[src/rtl/stats_pkg.sv]
`default_nettype none
// ============================================================================
// Module      : stats_pkg
// Description : Shared definitions for the instruction-statistics readout
//               block: FSM state encoding, frame length, default header byte
//               and frame index width.
// Revision    : 1.0 - initial release
// ============================================================================
package stats_pkg;

    typedef enum logic [1:0] {
        ST_IDLE = 2'd0,
        ST_SEND = 2'd1,
        ST_FIN  = 2'd2
    } state_t;

    // Header + four big-endian 16-bit counters
    localparam int         FRAME_LEN_BASE   = 9;
    localparam logic [7:0] HDR_BYTE_DEFAULT = 8'hA5;
    localparam int         IDX_W            = 4;

endpackage
`default_nettype wire

[src/rtl/stats_frame_mux.sv]
`default_nettype none
// ============================================================================
// Module      : stats_frame_mux
// Description : Combinational selection of one frame byte from the frame
//               index and the four 16-bit shadow registers. Keeps byte
//               ordering separate from the handshake FSM.
// Ports       : i_idx      - frame byte index (0 = header)
//               i_shd_i/r/j/clk - snapshot registers, zero-extended to 16 bits
//               o_byte     - selected frame byte
// Config      : STATS_CKSUM_EN adds index 9 = XOR of the eight counter bytes.
// Revision    : 1.0 - initial release
// ============================================================================
module stats_frame_mux
    import stats_pkg::*;
#(
    parameter logic [7:0] HDR_BYTE = HDR_BYTE_DEFAULT
) (
    input  logic [IDX_W-1:0] i_idx,
    input  logic [15:0]      i_shd_i,
    input  logic [15:0]      i_shd_r,
    input  logic [15:0]      i_shd_j,
    input  logic [15:0]      i_shd_clk,
    output logic [7:0]       o_byte
);

`ifdef STATS_CKSUM_EN
    // Header is deliberately excluded from the checksum
    logic [7:0] w_cksum;
    assign w_cksum = i_shd_i[15:8]   ^ i_shd_i[7:0]
                   ^ i_shd_r[15:8]   ^ i_shd_r[7:0]
                   ^ i_shd_j[15:8]   ^ i_shd_j[7:0]
                   ^ i_shd_clk[15:8] ^ i_shd_clk[7:0];
`endif

    always_comb begin
        o_byte = 8'h00;
        case (i_idx)
            4'd0:    o_byte = HDR_BYTE;
            4'd1:    o_byte = i_shd_i[15:8];
            4'd2:    o_byte = i_shd_i[7:0];
            4'd3:    o_byte = i_shd_r[15:8];
            4'd4:    o_byte = i_shd_r[7:0];
            4'd5:    o_byte = i_shd_j[15:8];
            4'd6:    o_byte = i_shd_j[7:0];
            4'd7:    o_byte = i_shd_clk[15:8];
            4'd8:    o_byte = i_shd_clk[7:0];
`ifdef STATS_CKSUM_EN
            4'd9:    o_byte = w_cksum;
`endif
            default: o_byte = 8'h00;
        endcase
    end

endmodule
`default_nettype wire

[src/rtl/stats_readout_ctrl.sv]
`default_nettype none
// ============================================================================
// Module      : stats_readout_ctrl
// Description : On a start request, snapshots the four statistics counters
//               and streams a fixed-length byte frame over a valid/ready
//               interface (header, then each counter big-endian).
// Ports       : clk, reset (async, active-high)
//               start                      - frame request, accepted in IDLE
//               i_cnt, r_cnt, j_cnt, clk_cnt - counter inputs (CNT_W bits)
//               tx_data, tx_valid, tx_ready - byte stream to the sink
//               busy                        - frame in progress
//               done                        - one-cycle pulse after last byte
// Config      : STATS_CKSUM_EN appends an XOR checksum byte (10-byte frame).
// Revision    : 1.0 - initial release
// ============================================================================
module stats_readout_ctrl
    import stats_pkg::*;
#(
    parameter int         CNT_W    = 11,
    parameter logic [7:0] HDR_BYTE = HDR_BYTE_DEFAULT
) (
    input  logic             clk,
    input  logic             reset,
    input  logic             start,
    input  logic [CNT_W-1:0] i_cnt,
    input  logic [CNT_W-1:0] r_cnt,
    input  logic [CNT_W-1:0] j_cnt,
    input  logic [CNT_W-1:0] clk_cnt,
    output logic [7:0]       tx_data,
    output logic             tx_valid,
    input  logic             tx_ready,
    output logic             busy,
    output logic             done
);

`ifdef STATS_CKSUM_EN
    localparam int c_FRAME_LEN = FRAME_LEN_BASE + 1;
`else
    localparam int c_FRAME_LEN = FRAME_LEN_BASE;
`endif
    localparam logic [IDX_W-1:0] c_LAST_IDX = IDX_W'(c_FRAME_LEN - 1);

    state_t           r_state;
    state_t           w_state_nxt;
    logic [IDX_W-1:0] r_idx;
    logic [15:0]      r_shd_i;
    logic [15:0]      r_shd_r;
    logic [15:0]      r_shd_j;
    logic [15:0]      r_shd_clk;
    logic [7:0]       r_tx_data;

    logic             w_accept;
    logic             w_xfer;
    logic             w_last;
    logic [IDX_W-1:0] w_mux_idx;
    logic [7:0]       w_mux_byte;

    assign w_accept = (r_state == ST_IDLE) && start;
    assign w_xfer   = (r_state == ST_SEND) && tx_ready;
    assign w_last   = (r_idx == c_LAST_IDX);

    // tx_data is preloaded one byte ahead: the mux looks at the byte that
    // becomes current after this edge, so the output itself is a flop.
    assign w_mux_idx = (r_state == ST_IDLE) ? '0 : r_idx + 1'b1;

    stats_frame_mux #(
        .HDR_BYTE (HDR_BYTE)
    ) u_frame_mux (
        .i_idx     (w_mux_idx),
        .i_shd_i   (r_shd_i),
        .i_shd_r   (r_shd_r),
        .i_shd_j   (r_shd_j),
        .i_shd_clk (r_shd_clk),
        .o_byte    (w_mux_byte)
    );

    always_ff @(posedge clk or posedge reset) begin
        if (reset) begin
            r_state <= ST_IDLE;
        end else begin
            r_state <= w_state_nxt;
        end
    end

    always_comb begin
        w_state_nxt = r_state;
        tx_valid    = 1'b0;
        busy        = 1'b0;
        done        = 1'b0;
        case (r_state)
            ST_IDLE: begin
                if (start) begin
                    w_state_nxt = ST_SEND;
                end
            end
            ST_SEND: begin
                tx_valid = 1'b1;
                busy     = 1'b1;
                if (tx_ready && w_last) begin
                    w_state_nxt = ST_FIN;
                end
            end
            ST_FIN: begin
                done        = 1'b1;
                w_state_nxt = ST_IDLE;
            end
            default: begin
                w_state_nxt = ST_IDLE;
            end
        endcase
    end

    always_ff @(posedge clk or posedge reset) begin
        if (reset) begin
            r_idx     <= '0;
            r_shd_i   <= '0;
            r_shd_r   <= '0;
            r_shd_j   <= '0;
            r_shd_clk <= '0;
            r_tx_data <= '0;
        end else if (w_accept) begin
            // Coherent snapshot of all four counters in one edge
            r_shd_i   <= 16'(i_cnt);
            r_shd_r   <= 16'(r_cnt);
            r_shd_j   <= 16'(j_cnt);
            r_shd_clk <= 16'(clk_cnt);
            r_idx     <= '0;
            r_tx_data <= w_mux_byte;
        end else if (w_xfer) begin
            if (w_last) begin
                r_idx     <= '0;
                r_tx_data <= 8'h00;
            end else begin
                r_idx     <= r_idx + 1'b1;
                r_tx_data <= w_mux_byte;
            end
        end
    end

    assign tx_data = r_tx_data;

endmodule
`default_nettype wire
[config.mk]
export PLATFORM = sky130hd
export DESIGN_NAME = stats_readout_ctrl
export DESIGN_NICKNAME = d
export VERILOG_FILES = /design/src/rtl/stats_pkg.sv /design/src/rtl/stats_frame_mux.sv /design/src/rtl/stats_readout_ctrl.sv
export SDC_FILE = /design/constraint.sdc
export NUM_CORES = 1
export LEC_CHECK = 0
export CORE_ASPECT_RATIO = 1.4
export CORE_MARGIN = 3
export CORE_UTILIZATION = 53
export CTS_BUF_LIST = sky130_fd_sc_hd__clkbuf_4
export DETAILED_ROUTE_END_ITERATION = 16
export GPL_TIMING_DRIVEN = 0
export PLACE_DENSITY = 0.82
export SLEW_MARGIN = 20
export SYNTH_ARGS = -nofsm -noshare
export SYNTH_HDL_FRONTEND = slang
export SYNTH_SLANG_ARGS = --single-unit
[constraint.sdc]
create_clock -name clk -period 2.8 [get_ports clk]
set_input_delay 0.42 -clock clk [delete_from_list [all_inputs] [get_ports clk]]
set_output_delay 0.42 -clock clk [all_outputs]
set_load 0.1 [all_outputs]
Word level (Yosys, flattened, before mapping)
Index checks and enable logic that the tools add are counted.

Register bits after elaboration: 58. Bits in latches: 0. Bits in writable memories: 0. Memory bits (read-only): 0. Memories kept: 0.

Add/subtract/negate cells: 1. Multipliers: 0. Div/mod/pow operators: 0. Order comparisons: 0. Eq/ne operators: 13. Shift operators: 0. Mux-type cells: 13. Bitwise gates (word level): 0. Reductions and logical operators: 7.

Operators by type and width (count): 8-bit case mux with 9 select lines (1); 8-bit 2-to-1 mux (3); 4-bit by 3-bit == test with 1-bit output (second input constant) (4); 4-bit 2-to-1 mux (4); 4-bit by 2-bit == test with 1-bit output (second input constant) (2); 4-bit == test (second input constant) (2); 4-bit by 1-bit adder with 4-bit output (second input constant) (1); 4-bit by 1-bit == test with 1-bit output (second input constant) (1); 4-bit zero test (1); 2-bit 2-to-1 mux (2); 2-bit case mux with 2 select lines (1); 1-bit logical AND (3); 2-bit by 1-bit == test with 1-bit output (second input constant) (1); 2-bit == test (second input constant) (1); 2-bit zero test (1); 1-bit 2-to-1 mux (2); 2-bit by 1-bit inequality test with 1-bit output (second input constant) (1); 2-bit inequality test (second input constant) (1); 2-bit AND reduction (1); 2-bit nonzero test (1).

Logic depth before layout (Yosys ltp)
Depth in word-level cells: 7. Gate-level depth with buffers: 10. Mapped depth without buffers: 7.

Modules after synthesis
Synthesis repeated with hierarchy kept, for this count alone.

Cells, all modules: 239. Area total of the unflattened synthesis: 3002.9 µm².

Modules (own cells, without submodules): stats_readout_ctrl (times used 1, cells an instance 151, area an instance 2292.2 µm²); stats_frame_mux (times used 1, cells an instance 88, area an instance 710.7 µm²).

Least setup slack after synthesis
Ideal clock, no wire load.

Path kind: reg-to-output. From: register r_state[0]. To: output done. Arrival time: 1747 ps. Slack: 633 ps. Stages on the path, launching flop included: 2. Cell sequence: dfrtp_1 > nor2b_1.

Longest elaborated chain between the ends: 2.

Ends and longest elaborated chain: start, declared (line stats_readout_ctrl.sv:43) `state_t r_state;`; start signal, assigned (line stats_readout_ctrl.sv:81) `r_state <= w_state_nxt;`; 2-bit == test (line stats_readout_ctrl.sv:90) `case (r_state)`; 1-bit 2-to-1 mux (line stats_readout_ctrl.sv:90); end, declared (line stats_readout_ctrl.sv:33) `output logic done`.

Every way passes these cells.

Worst setup path in the final report
From: register r_state[1]. To: output busy.

Longest elaborated chain between the ends: 2.

Ends and longest elaborated chain: 2-bit by 1-bit == test with 1-bit output (line stats_readout_ctrl.sv:90); 1-bit 2-to-1 mux (line stats_readout_ctrl.sv:90); end, declared (line stats_readout_ctrl.sv:32) `output logic busy,`.

Every way passes these cells.

==> results_dict.tcl <==
set metrics [dict create \
    status "finished, final reports clean" \
    final-max-slew-violation-count 0 \
    reg2reg_to "tx_data[1]$_DFFE_PP0P_" \
    regArea_mm2 0.00145 \
    vias_per_cell 5.75 \
    antenna_found_initial 0 \
    clock-root-buffer "clkbuf_4" \
    setup-violations-final 0 \
    ys_warn_count 0 \
    reg2regPathDepth 9 \
    rsz0062_at_grt "false" \
    crit_fanout 6 \
    clk_latency_ns 0.41 \
    cts_max_path_buffers 2 \
    powerDensity_mw_per_mm2 1160 \
    syn_area_mm2 0.00282 \
    start_util_pct 56.4 \
    critical_path_arrival_ns 2.25 \
    slowest_delay_ns 1.14 \
    cts_htree_levels 3 \
    grt_pass1_vias 2259 \
    maxCapViolCount 0 \
    grt.total_usage_pct 23.3 \
    worstMarginPinSlew_ns 0.976 \
    finalHoldViolations 0 \
    drc 0 \
    drive_gt1_share_pct 11.9 \
    numClockSinks 58 \
    ant_nets 0 \
    fp.dieH_um 92.3 \
    hp-class "primary input to async pin" \
    syn-instance-count 238 \
    cts.clk_slew.worst_paths_ns 0.09 \
    synth_common_cells "dfrtp_1 (58), mux2_1 (41), nand2_1 (22)" \
    dieArea_mm2 0.00624 \
    tritoncts.num_buffers 9 \
    rrSetupSlack_ns 0.45 \
    vias 2162 \
    wl_per_cell_um 17.0 \
    synth.avg_cell_area_um2 11.8 \
    min_period_ns 2.67 \
    synth_flop_cell "dfrtp_1" \
    hpwl_um 4660 \
    core_region_area_mm2 0.00499 \
    wl_um 6400 \
    endpoint_kind "output port" \
    ys_types 50 \
    drtIter0Drc 172 \
    synth_nets 288 \
    yosysTopAreaCell "dfrtp_1" \
    place.gp.congestion 0.892 \
    cts_hold_buf 0 \
    overflow 0 \
    rr_startpoint "r_idx[0]$_DFFE_PP0P_" \
    yosysTopAreaCellShare_pct 51.5 \
    area_delta_synth_final_pct 29.2 \
    first_pass_iters 5 \
    cts_tree "done" \
    slew_headroom_pct 34.7 \
    fin_util_pct 72.9 \
    ios 59 \
    synthTopCellsByArea "dfrtp_1 (52%), mux2_1 (16%), nand2_1 (2.9%)" \
    grt_pass1_wl_um 10700 \
    start_kind "flip-flop" \
    async_flop_share_pct 100 \
    postCtsSetupRepairBufs 0 \
    portBuffers 58 \
    synth-edff-count 0 \
    synth_most_common_cell "dfrtp_1" \
    cp_data_required_time_ns 2.38 \
    grt_start_max_net_pins 59 \
    leakage_nw 1.54 \
    num_antenna_cells 0 \
    multi_input_area_mm2 0.00124 \
    ys_seq_elements 58 \
    ir_worst_vdd_uv 613 \
    power_mw 4.24 \
    core.rowCount 30 \
    fill_cells 371 \
    worst_path_max_delay_cell "clkdlybuf4s50_1" \
    crit_chain "and2b_2 > clkdlybuf4s50_1" \
    fin_crit_sh_pct 95.4 \
    max_freq_mhz 374 \
    fp.dieW_um 67.6 \
    critPathKind "flip-flop to output port" \
    fin_skew_ns 0.0137 \
    nets 357 \
    ys_seq_area_share_pct 51.5 \
]
-- worst max-delay path: cells and delay by family, from the launching register on --
family / cells / cell delay, ns
flip-flops: 1 / 0.43
buffers and inverters: 1 / 1.14
AND/OR/NAND/NOR: 1 / 0.28
-- how the worst max path moves through the flow --
| stage | startpoint | depth (start not counted) | slack [ns] | end |
|---|---|---|---|---|
| global placement | reset | 2 | -0.04 | r_shd_i[0]$_DFFE_PP0P_ |
| detailed placement | r_state[1]$_DFFE_PP0P_ | 3 | 0.47 | tx_valid |
| finish | r_state[1]$_DFFE_PP0P_ | 2 | 0.13 | busy |
| global route | r_state[1]$_DFFE_PP0P_ | 2 | 0.05 | busy |
| CTS | r_state[1]$_DFFE_PP0P_ | 3 | 0.007 | tx_valid |
| floorplan | r_state[0]$_DFFE_PP0P_ | 1 | 0.63 | done |
-- registers in the layout (all words and copies together), names as in the netlist --
register   count
r_shd_i       11
r_shd_r       11
r_shd_j       11
tx_data        8
r_shd_clk     11
r_state        2
r_idx          4
-- layout make-up --
cell class | count | share of cell area [%]
Sequential cell | 58 | 39.9
Multi-Input combinational cell | 156 | 34.1
Timing Repair Buffer | 58 | 16.0
Inverter | 10 | 1.10
Clock buffer | 10 | 2.06
Buffer | 14 | 2.44
Tap cell | 64 | 2.20
Clock inverter | 6 | 2.23
-- per-layer routing --
metal	part of all wire [%]	GRT usage (%)	wire length [µm]	vias up
met5	0	0	0	-
met4	2.8	10.8	182	0
met3	6.5	6.00	416	21
met2	51	38.0	3270	97
li1	-	-	-	1002
met1	40	28.1	2530	1042
-- layout by cell type (no fill, tap or decap), types with 3 or more instances in the layout --
master            n
a31oi_1           4
buf_2             5
clkdlybuf4s50_1  57
o221ai_1          5
mux2_1           41
buf_4             6
clkbuf_4         10
a22oi_1           4
nand2_1          22
o21ai_0           4
o21ai_1          11
nor3_1            5
mux2i_1           3
a21oi_1           5
nand3_1           5
inv_1             9
dfrtp_1          58
nor2_1            5
nand4_1           3
-- report_power, final --
part / total, mW / switching [mW] / internal (mW)
combinational: 2.12 / 1.28 / 0.837
sequential: 1.45 / 0.218 / 1.23
clock: 0.671 / 0.305 / 0.366
total: 4.24 / 1.80 / 2.44
-- stage by stage --
stage / setup slack, ns / instances / instance area [µm²] / hold WS (ns) / setup TNS (ns)
3_5_place_dp: 0.474 / 360 / 3480 / 0.470 / 0
6_report: 0.128 / 376 / 3640 / 0.477 / 0
2_1_floorplan: 0.633 / 238 / 2820 / 0.450 / 0
4_1_cts: 0.00657 / 376 / 3640 / 0.483 / 0
3_3_place_gp: -0.0443 / 360 / 3480 / 0.462 / -2.46
5_1_grt: 0.0545 / 376 / 3640 / 0.515 / 0
-- logic make-up (layout without fill, tap and decap cells) --
| logic type | count (synthesis) | after routing | synth area share [%] |
|---|---|---|---|
| and+or+nand+nor | 60 | 60 | 11.9 |
| muxes | 45 | 45 | 18.3 |
| DFF | 58 | 58 | 51.5 |
| buffers and inverters | 24 | 98 | 4.48 |
| adders and majority gates | 2 | 2 | 0.888 |
| AOI/OAI and AO/OA | 45 | 45 | 10.6 |
| xor gates and xnor gates | 4 | 4 | 2.44 |
-- timing repair --
item,CTS,global route
gates resized for setup,0,1
endpoints found under the setup margin,0,1
endpoints found under the hold margin,0,0
Note: power is estimated with default switching activity, not from simulation.
